[src/rtl/conv_scheduler_pkg.sv]
// Purpose: shared packet field layout, type codes, node IDs and FSM state codes.
// Latency: n/a (definitions only).
// Backpressure: n/a.
package conv_scheduler_pkg;

    // Mesh packet field layout: {dest, src, type, timestep, payload}
    localparam int DEST_HI    = 52;
    localparam int DEST_LO    = 49;
    localparam int SRC_HI     = 48;
    localparam int SRC_LO     = 45;
    localparam int TYPE_HI    = 44;
    localparam int TYPE_LO    = 43;
    localparam int TS_HI      = 42;
    localparam int TS_LO      = 40;
    localparam int PAYLOAD_W  = 40;

    localparam logic [1:0] TYPE_FILT  = 2'b00;
    localparam logic [1:0] TYPE_IFMAP = 2'b01;
    localparam logic [1:0] TYPE_ACK   = 2'b10;

    localparam logic [3:0] NODE_CU  = 4'd12;   // this block
    localparam logic [3:0] NODE_OUT = 4'd3;    // output port, never a PE

    localparam logic [2:0] ST_IDLE     = 3'd0;
    localparam logic [2:0] ST_FILT     = 3'd1;
    localparam logic [2:0] ST_IFMAP    = 3'd2;
    localparam logic [2:0] ST_WAIT_ACK = 3'd3;
    localparam logic [2:0] ST_DONE     = 3'd4;

    // Lowest PE node index >= from; returns {1'b1, 4'h0} when there is none.
    function automatic logic [4:0] next_pe(input logic [15:0] mask, input logic [4:0] from);
        logic [4:0] r;
        r = 5'h10;
        for (int i = 15; i >= 0; i--) begin
            if (mask[i] && (5'(i) >= from)) begin
                r = {1'b0, 4'(i)};
            end
        end
        return r;
    endfunction

endpackage

[src/rtl/sched_pkt_out.sv]
// Purpose: single-entry packet output register toward the router PE port.
// Latency: 1 cycle from load to pkt_valid.
// Backpressure: pkt_valid/pkt_data held stable until pkt_ready; no ready->valid comb path.
// Ports: clk, rst (async, active-high), load/load_data (capture), pkt_ready in,
//        pkt_valid/pkt_data out.
module sched_pkt_out #(
    parameter int W = 53
) (
    input  logic         clk,
    input  logic         rst,
    input  logic         load,
    input  logic [W-1:0] load_data,
    input  logic         pkt_ready,
    output logic         pkt_valid,
    output logic [W-1:0] pkt_data
);

    // load is only raised by the scheduler when the slot is empty or draining.
    always_ff @(posedge clk or posedge rst) begin
        if (rst) begin
            pkt_valid <= 1'b0;
            pkt_data  <= '0;
        end else if (load) begin
            pkt_valid <= 1'b1;
            pkt_data  <= load_data;
        end else if (pkt_valid && pkt_ready) begin
            pkt_valid <= 1'b0;
        end
    end

endmodule

[src/rtl/conv_scheduler.sv]
// Purpose: streams filter then per-timestep ifmap packets to every PE and collects acks.
// Latency: read at cycle t, packet valid at t+2; at best one packet every 2 cycles.
// Backpressure: next memory read waits for the held packet to be accepted.
// Ports: clk, rst (async, active-high), start; mem_rd_en/mem_sel/mem_addr, mem_rd_data;
//        pkt_valid/pkt_ready/pkt_data; ack_valid/ack_data; busy/done/err status.
module conv_scheduler
    import conv_scheduler_pkg::*;
#(
    parameter int          PKT_WIDTH  = 53,
    parameter logic [15:0] PE_MASK    = 16'hEFF7,
    parameter int          FILT_PKTS  = 5,
    parameter int          IFMAP_PKTS = 5,
    parameter int          NUM_TS     = 2
) (
    input  logic                 clk,
    input  logic                 rst,
    input  logic                 start,
    output logic                 mem_rd_en,
    output logic                 mem_sel,
    output logic [7:0]           mem_addr,
    input  logic [39:0]          mem_rd_data,
    output logic                 pkt_valid,
    input  logic                 pkt_ready,
    output logic [PKT_WIDTH-1:0] pkt_data,
    input  logic                 ack_valid,
    input  logic [PKT_WIDTH-1:0] ack_data,
    output logic                 busy,
    output logic                 done,
    output logic                 err
);

    localparam logic [3:0] FIRST_NODE = 4'(next_pe(PE_MASK, 5'd0));

    logic [2:0]  state;
    logic [2:0]  ts;
    logic [3:0]  node;
    logic [7:0]  k;
    logic        all_issued;   // every packet of the current phase has been read
    logic        rd_pend;      // read data is on mem_rd_data this cycle
    logic [3:0]  rd_node;
    logic [15:0] ack_mask;

    logic        sending;
    logic        slot_free;
    logic        issue;
    logic        phase_end;
    logic        last_k;
    logic [7:0]  last_idx;
    logic [4:0]  nxt_pe;
    logic [PKT_WIDTH-1:0] load_pkt;

    logic [3:0]  ack_src;
    logic [1:0]  ack_type;
    logic [2:0]  ack_ts;
    logic        ack_in_run;
    logic        ack_ok;
    logic        ack_unused;

    assign sending   = (state == ST_FILT) || (state == ST_IFMAP);
    // Slot is free once no read is in flight and the held packet is gone or leaving now.
    assign slot_free = !rd_pend && (!pkt_valid || pkt_ready);
    assign issue     = sending && !all_issued && slot_free;
    assign phase_end = sending && all_issued && slot_free;

    assign last_idx = (state == ST_IFMAP) ? 8'(IFMAP_PKTS - 1) : 8'(FILT_PKTS - 1);
    assign last_k   = (k == last_idx);
    assign nxt_pe   = next_pe(PE_MASK, {1'b0, node} + 5'd1);

    assign mem_rd_en = issue;
    assign mem_sel   = (state == ST_IFMAP);
    // Both address forms are taken mod 256, so 8-bit arithmetic is exact.
    assign mem_addr  = mem_sel ? ({1'b0, ts, node} * 8'(IFMAP_PKTS) + k)
                               : ({4'd0, node} * 8'(FILT_PKTS) + k);

    assign busy = (state != ST_IDLE);
    assign done = (state == ST_DONE);

    // State cannot change while a read is pending, so type/ts come from live state.
    always_comb begin
        load_pkt = '0;
        load_pkt[DEST_HI:DEST_LO] = rd_node;
        load_pkt[SRC_HI:SRC_LO]   = NODE_CU;
        load_pkt[TYPE_HI:TYPE_LO] = (state == ST_IFMAP) ? TYPE_IFMAP : TYPE_FILT;
        load_pkt[TS_HI:TS_LO]     = ts;
        load_pkt[PAYLOAD_W-1:0]   = mem_rd_data;
    end

    assign ack_src    = ack_data[SRC_HI:SRC_LO];
    assign ack_type   = ack_data[TYPE_HI:TYPE_LO];
    assign ack_ts     = ack_data[TS_HI:TS_LO];
    assign ack_unused = ^{ack_data[DEST_HI:DEST_LO], ack_data[PAYLOAD_W-1:0]};
    assign ack_in_run = (state == ST_FILT) || (state == ST_IFMAP) || (state == ST_WAIT_ACK);
    assign ack_ok     = ack_in_run && (ack_type == TYPE_ACK) && (ack_ts == ts)
                        && PE_MASK[ack_src] && !ack_mask[ack_src];

    always_ff @(posedge clk or posedge rst) begin
        if (rst) begin
            state      <= ST_IDLE;
            ts         <= '0;
            node       <= '0;
            k          <= '0;
            all_issued <= 1'b0;
            rd_pend    <= 1'b0;
            rd_node    <= '0;
            ack_mask   <= '0;
            err        <= 1'b0;
        end else begin
            rd_pend <= issue;

            if (issue) begin
                rd_node <= node;
                if (last_k) begin
                    k <= '0;
                    if (nxt_pe[4]) begin
                        all_issued <= 1'b1;
                    end else begin
                        node <= nxt_pe[3:0];
                    end
                end else begin
                    k <= k + 8'd1;
                end
            end

            if (ack_valid) begin
                if (ack_ok) begin
                    ack_mask[ack_src] <= 1'b1;
                end else begin
                    err <= 1'b1;
                end
            end

            case (state)
                ST_IDLE: begin
                    if (start) begin
                        state      <= ST_FILT;
                        ts         <= '0;
                        ack_mask   <= '0;
                        node       <= FIRST_NODE;
                        k          <= '0;
                        all_issued <= 1'b0;
                    end
                end
                ST_FILT: begin
                    if (phase_end) begin
                        state      <= ST_IFMAP;
                        node       <= FIRST_NODE;
                        k          <= '0;
                        all_issued <= 1'b0;
                    end
                end
                ST_IFMAP: begin
                    if (phase_end) begin
                        state <= ST_WAIT_ACK;
                    end
                end
                ST_WAIT_ACK: begin
                    if (ack_mask == PE_MASK) begin
                        ack_mask <= '0;
                        ts       <= ts + 3'd1;
                        if (ts == 3'(NUM_TS - 1)) begin
                            state <= ST_DONE;
                        end else begin
                            state      <= ST_IFMAP;
                            node       <= FIRST_NODE;
                            k          <= '0;
                            all_issued <= 1'b0;
                        end
                    end
                end
                ST_DONE: state <= ST_IDLE;
                default: state <= ST_IDLE;
            endcase
        end
    end

    sched_pkt_out #(.W(PKT_WIDTH)) u_pkt_out (
        .clk       (clk),
        .rst       (rst),
        .load      (rd_pend),
        .load_data (load_pkt),
        .pkt_ready (pkt_ready),
        .pkt_valid (pkt_valid),
        .pkt_data  (pkt_data)
    );

endmodule

[config.mk]
export PLATFORM = sky130hd
export DESIGN_NAME = conv_scheduler
export DESIGN_NICKNAME = d
export VERILOG_FILES = /design/src/rtl/conv_scheduler_pkg.sv /design/src/rtl/sched_pkt_out.sv /design/src/rtl/conv_scheduler.sv
export SDC_FILE = /design/constraint.sdc
export NUM_CORES = 1
export LEC_CHECK = 0
export ABC_AREA = 1
export ABC_CLOCK_PERIOD_IN_PS = 3900
export CAP_MARGIN = 40
export CORE_AREA = 2 2 107 109
export CTS_CLUSTER_SIZE = 40
export DETAILED_ROUTE_END_ITERATION = 8
export DIE_AREA = 0 0 109 111
export PLACE_DENSITY = 0.88
export SLEW_MARGIN = 0
export SYNTH_ARGS = -nofsm -noshare
export SYNTH_HDL_FRONTEND = slang
export SYNTH_SLANG_ARGS = --single-unit
export TNS_END_PERCENT = 30
[constraint.sdc]
create_clock -name clk -period 3.9 [get_ports clk]
set_input_delay 0.78 -clock clk [delete_from_list [all_inputs] [get_ports clk]]
set_output_delay 0.78 -clock clk [all_outputs]
set_load 0.01 [all_outputs]
==> run metrics <==
Peak VDD IR 322 uV; maximum clock insertion buffer count 2; post-route ant nets 0; Area contributors post-synth dfrtp_1 (45%), nand2_1 (15%), ha_1 (6.4%); post-synth top area cell dfrtp_1; fmax 266 MHz; kind of critical path flip-flop to primary output; fin crit period 3.76 ns; drt drc 0; Min-Delay Path Class flip-flop to flip-flop; CP Capture Type primary output; max incr delay on CP 0.50 ns; final setup vio count 0; RSZ-0062 raised after global routing yes; chip width 109 um; gr usage total 20.4%; CP required 3.12 ns; initial core utilization 45.8%; cell mode on critical path a21oi_2; Layout area overhead 33.5%; commonest non-fill, non-tap cell in the layout nand2_1; vias in the first global route 4358; antenna violations before repair 0; Final Max Slew Viols 0; I/O pin total 165; vias per cell 5.06; Antenna diodes 0; DR WL/cell 13.6 um; dpl cells 883; CORE AREA 11100 um2; sequential share of the synthesized area 44.9%; run status finished, final reports clean; max cap viols 0; Clk pin slew, worst setup/hold paths 0.06 ns; IO Port Bufs 117; CP max FO 2; crit path launch type flip-flop; full die area 12100 um2; Setup WS post-layout 0.140 ns; GPL Wtd Cong 0.955; proportion of layout cells with a drive suffix above 1 9.75%; Mapped Cells 629; GRT Residual Overflow 0; Async SR Flop Fraction 100%; worst path cell trace ha_1 -> inv_1 -> fa_1 -> inv_2 -> ha_4 -> a21oi_2 -> inv_2 -> a21oi_2 -> nor2_1 -> nor2_1 -> inv_1 -> a21oi_2 -> nand2_1 -> nand2_1 -> o22ai_1 -> buf_2; DP Area 6420 um2; drt pass-1 iters 7; Worst path slowest cell fa_1; actual slew at the worst max-slew pin 0.524 ns; number of CTS-inserted buffers 9; Post-CTS Hold Fix Bufs 0; Max Clock Skew 0.0101 ns; Yosys cell types 47; final net count 884; Post-synth EDFFs 0; Top FF cell, synth dfrtp_1; post-DP HPWL 8660 um; num rows 39; Yosys reg bits 91; Final Instance Area 6770 um2; routed via count 4565; TritonCTS Sinks 91; CTS tree done; chip height 111 um; Post-Layout Cell Count 902; CTS H-tree depth 3; Clock Latency Late Sink 0.35 ns; largest net degree at the start of global routing 54; Root Buffer Master clkbuf_16; synthesized cell area 5070 um2; most frequent cells in the layout nand2_1 (203), clkdlybuf4s50_1 (113), dfrtp_1 (90), inv_1 (79), nor2_1 (36); P per Cell Area 607 nW/um2; crit path DAT 2.98 ns; Lkg Pwr 3.37 nW; dpl ws -0.0614 ns; drt initial violations 277; Synthesis Warnings 0; Tcrit/Tclk final 96.4%; Yosys top cell area share 44.9%; Avg Cell Area, Syn 8.06 um2; Fin. Hold Viols 0; first-pass GRT wire length 19700 um; final wirelength 12300 um; relative slew slack 64.7%
-- path summary, 6_finish.rpt --
check,end,cells after the start,startpoint,slack [ns]
setup / recovery,mem_addr[7],16,node[1]$_DFF_PP0_,0.14
hold / removal,u_pkt_out.pkt_data[10]$_DFFE_PP0P_,2,u_pkt_out.pkt_data[10]$_DFFE_PP0P_,0.47
setup reg to reg,node[0]$_DFF_PP0_,16,node[0]$_DFF_PP0_,1.63
hold reg to reg,u_pkt_out.pkt_data[10]$_DFFE_PP0P_,2,u_pkt_out.pkt_data[10]$_DFFE_PP0P_,0.47
max in group asynchronous,node[2]$_DFF_PP0_,3,rst,2.28
min in group asynchronous,u_pkt_out.pkt_data[39]$_DFFE_PP0P_,2,rst,0.79
-- worst max-delay path: cells and delay by family (launching register included) --
kind                       cells  cell delay [ns]
adders and majority gates      3             1.00
AOI/OAI and AO/OA              4             0.51
DFF                            1             0.41
buffers and inverters          5             0.39
and+or+nand+nor                4             0.31
-- through the flow --
| stage | TNS (ns) | hold slack [ns] | util, % | power [mW] |
|---|---|---|---|---|
| 2_1_floorplan | 0 | 0.449 | - | 2.37 |
| 3_3_place_gp | 0 | 0.453 | 57.9 | 3.17 |
| 3_5_place_dp | -0.0614 | 0.457 | 57.9 | 3.23 |
| 4_1_cts | -0.0621 | 0.473 | 60.7 | 4.13 |
| 5_1_grt | -0.0328 | 0.486 | 61.1 | 4.40 |
| 6_report | 0 | 0.468 | 61.1 | 4.11 |
-- state kept, by name, indices dropped and copies added, names as in the netlist --
register and count:
ack_mask 16, all_issued 1, err 1, k 8, node 4, rd_node 4, rd_pend 1, state 3
ts 3, u_pkt_out.pkt_data 49, u_pkt_out.pkt_valid 1
-- metal layers --
layer,up-vias,part of all wire (%),GRT usage [%]
li1,2240,-,-
met1,2112,40,24.5
met2,178,49,34.6
met3,35,7.4,4.82
met4,0,3.3,8.72
met5,-,0,0
-- kinds of logic after synthesis --
group | count (synthesis) | synth area share [%]
other | 1 | 0.0739
xor gates and xnor gates | 8 | 1.38
DFF | 91 | 44.9
buffers and inverters | 113 | 8.93
and+or+nand+nor | 298 | 26.1
muxes | 1 | 0.197
AOI/OAI and AO/OA | 85 | 9.62
adders and majority gates | 32 | 8.78
-- what timing repair did --
item                                    CTS  global route
pin swaps                                 0            10
buffers inserted                          0             3
endpoints found under the setup margin    4             3
gates resized for setup                   9            10
-- power by group --
part           switching, mW  internal [mW]
registers              0.162           1.22
clock network          0.374          0.520
logic                   1.02          0.816
-- Yosys cell counts, types with 2 or more instances --
master,instances
a211oi_1,2
a21oi_1,33
a221oi_1,2
buf_2,3
buf_4,5
clkbuf_1,11
clkinv_1,2
dfrtp_1,91
fa_1,6
ha_1,26
inv_1,82
inv_2,7
inv_4,2
nand2_1,203
nand2_2,3
nand2_4,3
nand3_1,21
nand4_1,6
nor2_1,36
nor2_2,4
nor2_8,2
nor3_1,4
nor3_2,2
nor3b_1,2
nor4_1,6
o21ai_0,24
o21ai_1,3
o21bai_1,2
o22ai_1,9
o31ai_1,3
or2_2,2
xnor2_1,3
xor2_1,5
-- final cells by class --
class	instances	area, um2
Tap cell	143	179
Timing Repair Buffer	131	1260
Clock inverter	6	68.8
Multi-Input combinational cell	427	2380
Fill cell	899	4310
Clock buffer	10	239
Sequential cell	91	2280
Inverter	94	360
Power figures use the tool's default switching activity.
==> RTL edit 1: new RTL, config.mk and constraints unchanged <==
Set the parameter `PKT_WIDTH` to 106 (it was 53).
--- a/src/rtl/conv_scheduler.sv
+++ b/src/rtl/conv_scheduler.sv
@@ -6,7 +6,7 @@
 module conv_scheduler
     import conv_scheduler_pkg::*;
 #(
-    parameter int          PKT_WIDTH  = 53,
+    parameter int          PKT_WIDTH  = 106,
     parameter logic [15:0] PE_MASK    = 16'hEFF7,
     parameter int          FILT_PKTS  = 5,
     parameter int          IFMAP_PKTS = 5,
Interface: changed (resized ack_data and pkt_data); port bits go from 165 to 271. No check against the original RTL was run, so the function may have changed too.
==> RTL edit 1 against the original RTL <==
Critical path depth shrank 4. Final area up 3.9%. Synthesized area grew 7.8%. Sequential cell count did not move. Largest cell class unchanged. Non-clock buffer count increased by 4. Combinational power up 3%. Power rose by 2.5%. Wire length up 3.3%. Setup slack worse by 0.048 ns. Count of clock-buffer cells in the layout is 1 higher.
==> RTL edit 1: results (changes against the original RTL) <==
layout:
  final_cells: 958  # was 902
  clockNetworkAreaShare: 0.0450  # was 0.0455
  multiInputGateArea_sq_um: 2590  # was 2380 sq um
  buffer_area_frac: 0.186  # was 0.187
  post-route-util: 0.635  # was 0.611
  signal_buffers: 135  # was 131
  drive_above_1_share: 0.0969  # was 0.0975
global_routing:
  grt_pass1_wl_microns: 20500  # was 19700 microns
yosys:
  syn_inst: 682  # was 629
  synth_xor_area_frac: 0.0128  # was 0.0138
  synth-compound-area-share: 0.0892  # was 0.0962
  synth_adder_area_share: 0.0814  # was 0.0878
  synthMuxAreaShare: 0.00183  # was 0.00197
cts:
  cts_resized: 8  # was 9
  clkLatencyLatePin_ns: 0.33  # was 0.35 ns
sta:
  skew_ns: 0.00359  # was 0.0101 ns
  max_freq_ghz: 0.263  # was 0.266 GHz
  slew-limit-headroom: 0.475  # was 0.647
critical_path:
  critPathLaunch: "node[2]$_DFF_PP0_"  # was node[1]$_DFF_PP0_
  cp_max_fo: 3  # was 2
  cp.arrival_ns: 3.03  # was 2.98 ns
  max_stage_delay_ns: 0.44  # was 0.50 ns
  critPathCapture: "mem_addr[5]"  # was mem_addr[7]
placement:
  hpwl_microns: 9320  # was 8660 microns
  place.gp.congestion: 0.883  # was 0.955
  placed_area_sq_um: 6660  # was 6420 sq um
run_status:
  status: "finished, final reports clean"  # unchanged
detailed_routing:
  post_drt_wl_per_cell_microns: 13.3  # was 13.6 microns
  drt_iter0_markers: 386  # was 277
RTL edit 1: cell count changes after synthesis:
| cell | delta |
|---|---|
| buf_4 | +53 |
RTL edit 1: routing by layer:
layer / vias up / GRT usage / part of all wire / routed length, microns
li1: 2304 / - / - / -
met1: 2181 / 0.278 / 0.42 / 5390
met2: 212 / 0.343 / 0.47 / 6000
met3: 25 / 0.0376 / 0.078 / 988
met4: 0 / 0.0803 / 0.025 / 319
met5: - / 0 / 0 / 0
RTL edit 1: metrics by stage:
step | hold WS, ns | setup TNS [ns]
6_report | 0.471 | 0
3_3_place_gp | 0.452 | 0
2_1_floorplan | 0.449 | 0
5_1_grt | 0.490 | -0.00623
3_5_place_dp | 0.457 | 0
4_1_cts | 0.473 | -0.0877
RTL edit 1: where the power goes:
part | switching, mW | internal, mW | total, mW
logic | 1.07 | 0.822 | 1.89
registers | 0.170 | 1.22 | 1.39
clock network | 0.352 | 0.577 | 0.928
==> RTL edit 2: new RTL, config.mk and constraints unchanged <==
Made on the original files. Reset style: synchronous (`rst`), changed in 2 clocked blocks. Comments in the files are not updated.
--- a/src/rtl/sched_pkt_out.sv
+++ b/src/rtl/sched_pkt_out.sv
@@ -16,7 +16,7 @@
 );
 
     // load is only raised by the scheduler when the slot is empty or draining.
-    always_ff @(posedge clk or posedge rst) begin
+    always_ff @(posedge clk) begin
         if (rst) begin
             pkt_valid <= 1'b0;
             pkt_data  <= '0;
--- a/src/rtl/conv_scheduler.sv
+++ b/src/rtl/conv_scheduler.sv
@@ -93,7 +93,7 @@
     assign ack_ok     = ack_in_run && (ack_type == TYPE_ACK) && (ack_ts == ts)
                         && PE_MASK[ack_src] && !ack_mask[ack_src];
 
-    always_ff @(posedge clk or posedge rst) begin
+    always_ff @(posedge clk) begin
         if (rst) begin
             state      <= ST_IDLE;
             ts         <= '0;
Check against the original RTL: differs if rst is asserted again (counterexample within 4 cycles, from zero or initial values and one cycle with rst high); with rst held inactive, the same outputs for 4 cycles.
==> RTL edit 2 against the original RTL <==
Synthesized area fell by 7.1%. Sequential cell count did not move. Die area did not move. Setup slack got worse by 0.0054 ns. Global-route usage fell by 0.45 points. Power fell by 13%. Non-clock buffer count fell by 4. Wire length fell by 5.2%. Hold slack got worse by 0.031 ns. Final area fell by 6.0%. Critical path type unchanged.
==> RTL edit 2: results (changes against the original RTL) <==
yosys:
  synth_common_cells: "nor2_1, inv_1, dfxtp_1"  # was nand2_1, dfrtp_1, inv_1
  yosys-top-cells-area: "dfxtp_1, nor2_1, inv_1"  # was dfrtp_1, nand2_1, ha_1
  synth_cell_type_count: 41  # was 47
  synth-compound-area-share: 0.152  # was 0.0962
  syn_area_per_cell_sq_um: 7.29  # was 8.06 sq um
  synth-main-ff-cell: "dfxtp_1"  # was dfrtp_1
  synthMuxAreaShare: 0.00212  # was 0.00197
  synthArstFlopShare: 0  # was 1.00
  synth_adder_area_share: 0.0945  # was 0.0878
placement:
  hpwl_microns: 8640  # was 8660 microns
  dp_slack_ns: 0.0871  # was -0.0614 ns
  placed_cells: 894  # was 883
critical_path:
  reg2reg_slack_ns: 1.83  # was 1.63 ns
  cp.arrival_ns: 2.99  # was 2.98 ns
  critPathLaunch: "node[1]$_SDFF_PP0_"  # was node[1]$_DFF_PP0_
  r2r-start: "node[0]$_SDFF_PP0_"  # was node[0]$_DFF_PP0_
layout:
  nFillCells: 989  # was 899
  drive_above_1_share: 0.0717  # was 0.0975
sta:
  max_slew.worst_pin.slew_ns: 0.561  # was 0.524 ns
  final.min_clock_period_ns: 3.77  # was 3.76 ns
  skew_ns: 0.00670  # was 0.0101 ns
  holdWs_ns: 0.437  # was 0.468 ns
detailed_routing:
  drt_iter0_markers: 235  # was 277
  detail_route.wirelength_microns: 11600  # was 12300 microns
  drt_pass1_iterations: 5  # was 7
  vias_per_cell: 5.00  # was 5.06
  dr_wl_met2_microns: 5600  # was 6060 microns
global_routing:
  grt_pass1_vias: 4247  # was 4358
  grt_start_max_net_pins: 55  # was 54
  grt_util_all_layers: 0.200  # was 0.204
  grt_use_met2: 0.323  # was 0.346
  grt_pass1_wl_microns: 19600  # was 19700 microns
  gr-usage-met1: 0.262  # was 0.245
  use_met3: 0.0376  # was 0.0482
power:
  p_leak_nw: 2.80  # was 3.37 nW
  vdd_drop_max_mv: 0.413  # was 0.322 mV
cts:
  clkLatencyLatePin_ns: 0.33  # was 0.35 ns
run_status:
  status: "finished, final reports clean"  # unchanged
[RTL edit 2: what timing repair did]
action | 4_1_cts | 5_1_grt
resized for setup | 3 | 8
pin swaps | 0 | 1
endpoints found under the setup margin | 3 | 4
hold buffers | 0 | 0
[RTL edit 2: layout make-up]
cell class,count,area (sq um),area share
tap,143,179,0.0281
clock buffer,10,239,0.0375
timing repair buffer,127,1240,0.195
inverter,97,364,0.0572
clock inverter,6,87.6,0.0138
multi-input combinational,436,2430,0.382
sequential,91,1830,0.287
[RTL edit 2: stage by stage]
step	utilization	instance area (sq um)	setup TNS, ns
CTS	0.574	6360	0
floorplan	-	4720	0
global placement	0.545	6040	0
detailed placement	0.545	6040	0
finish	0.575	6360	0
global route	0.575	6360	-0.0630
[RTL edit 2: power breakdown]
part,internal (mW),switching [mW]
clock,0.580,0.356
sequential,1.15,0.128
combinational,0.597,0.745
total,2.33,1.23
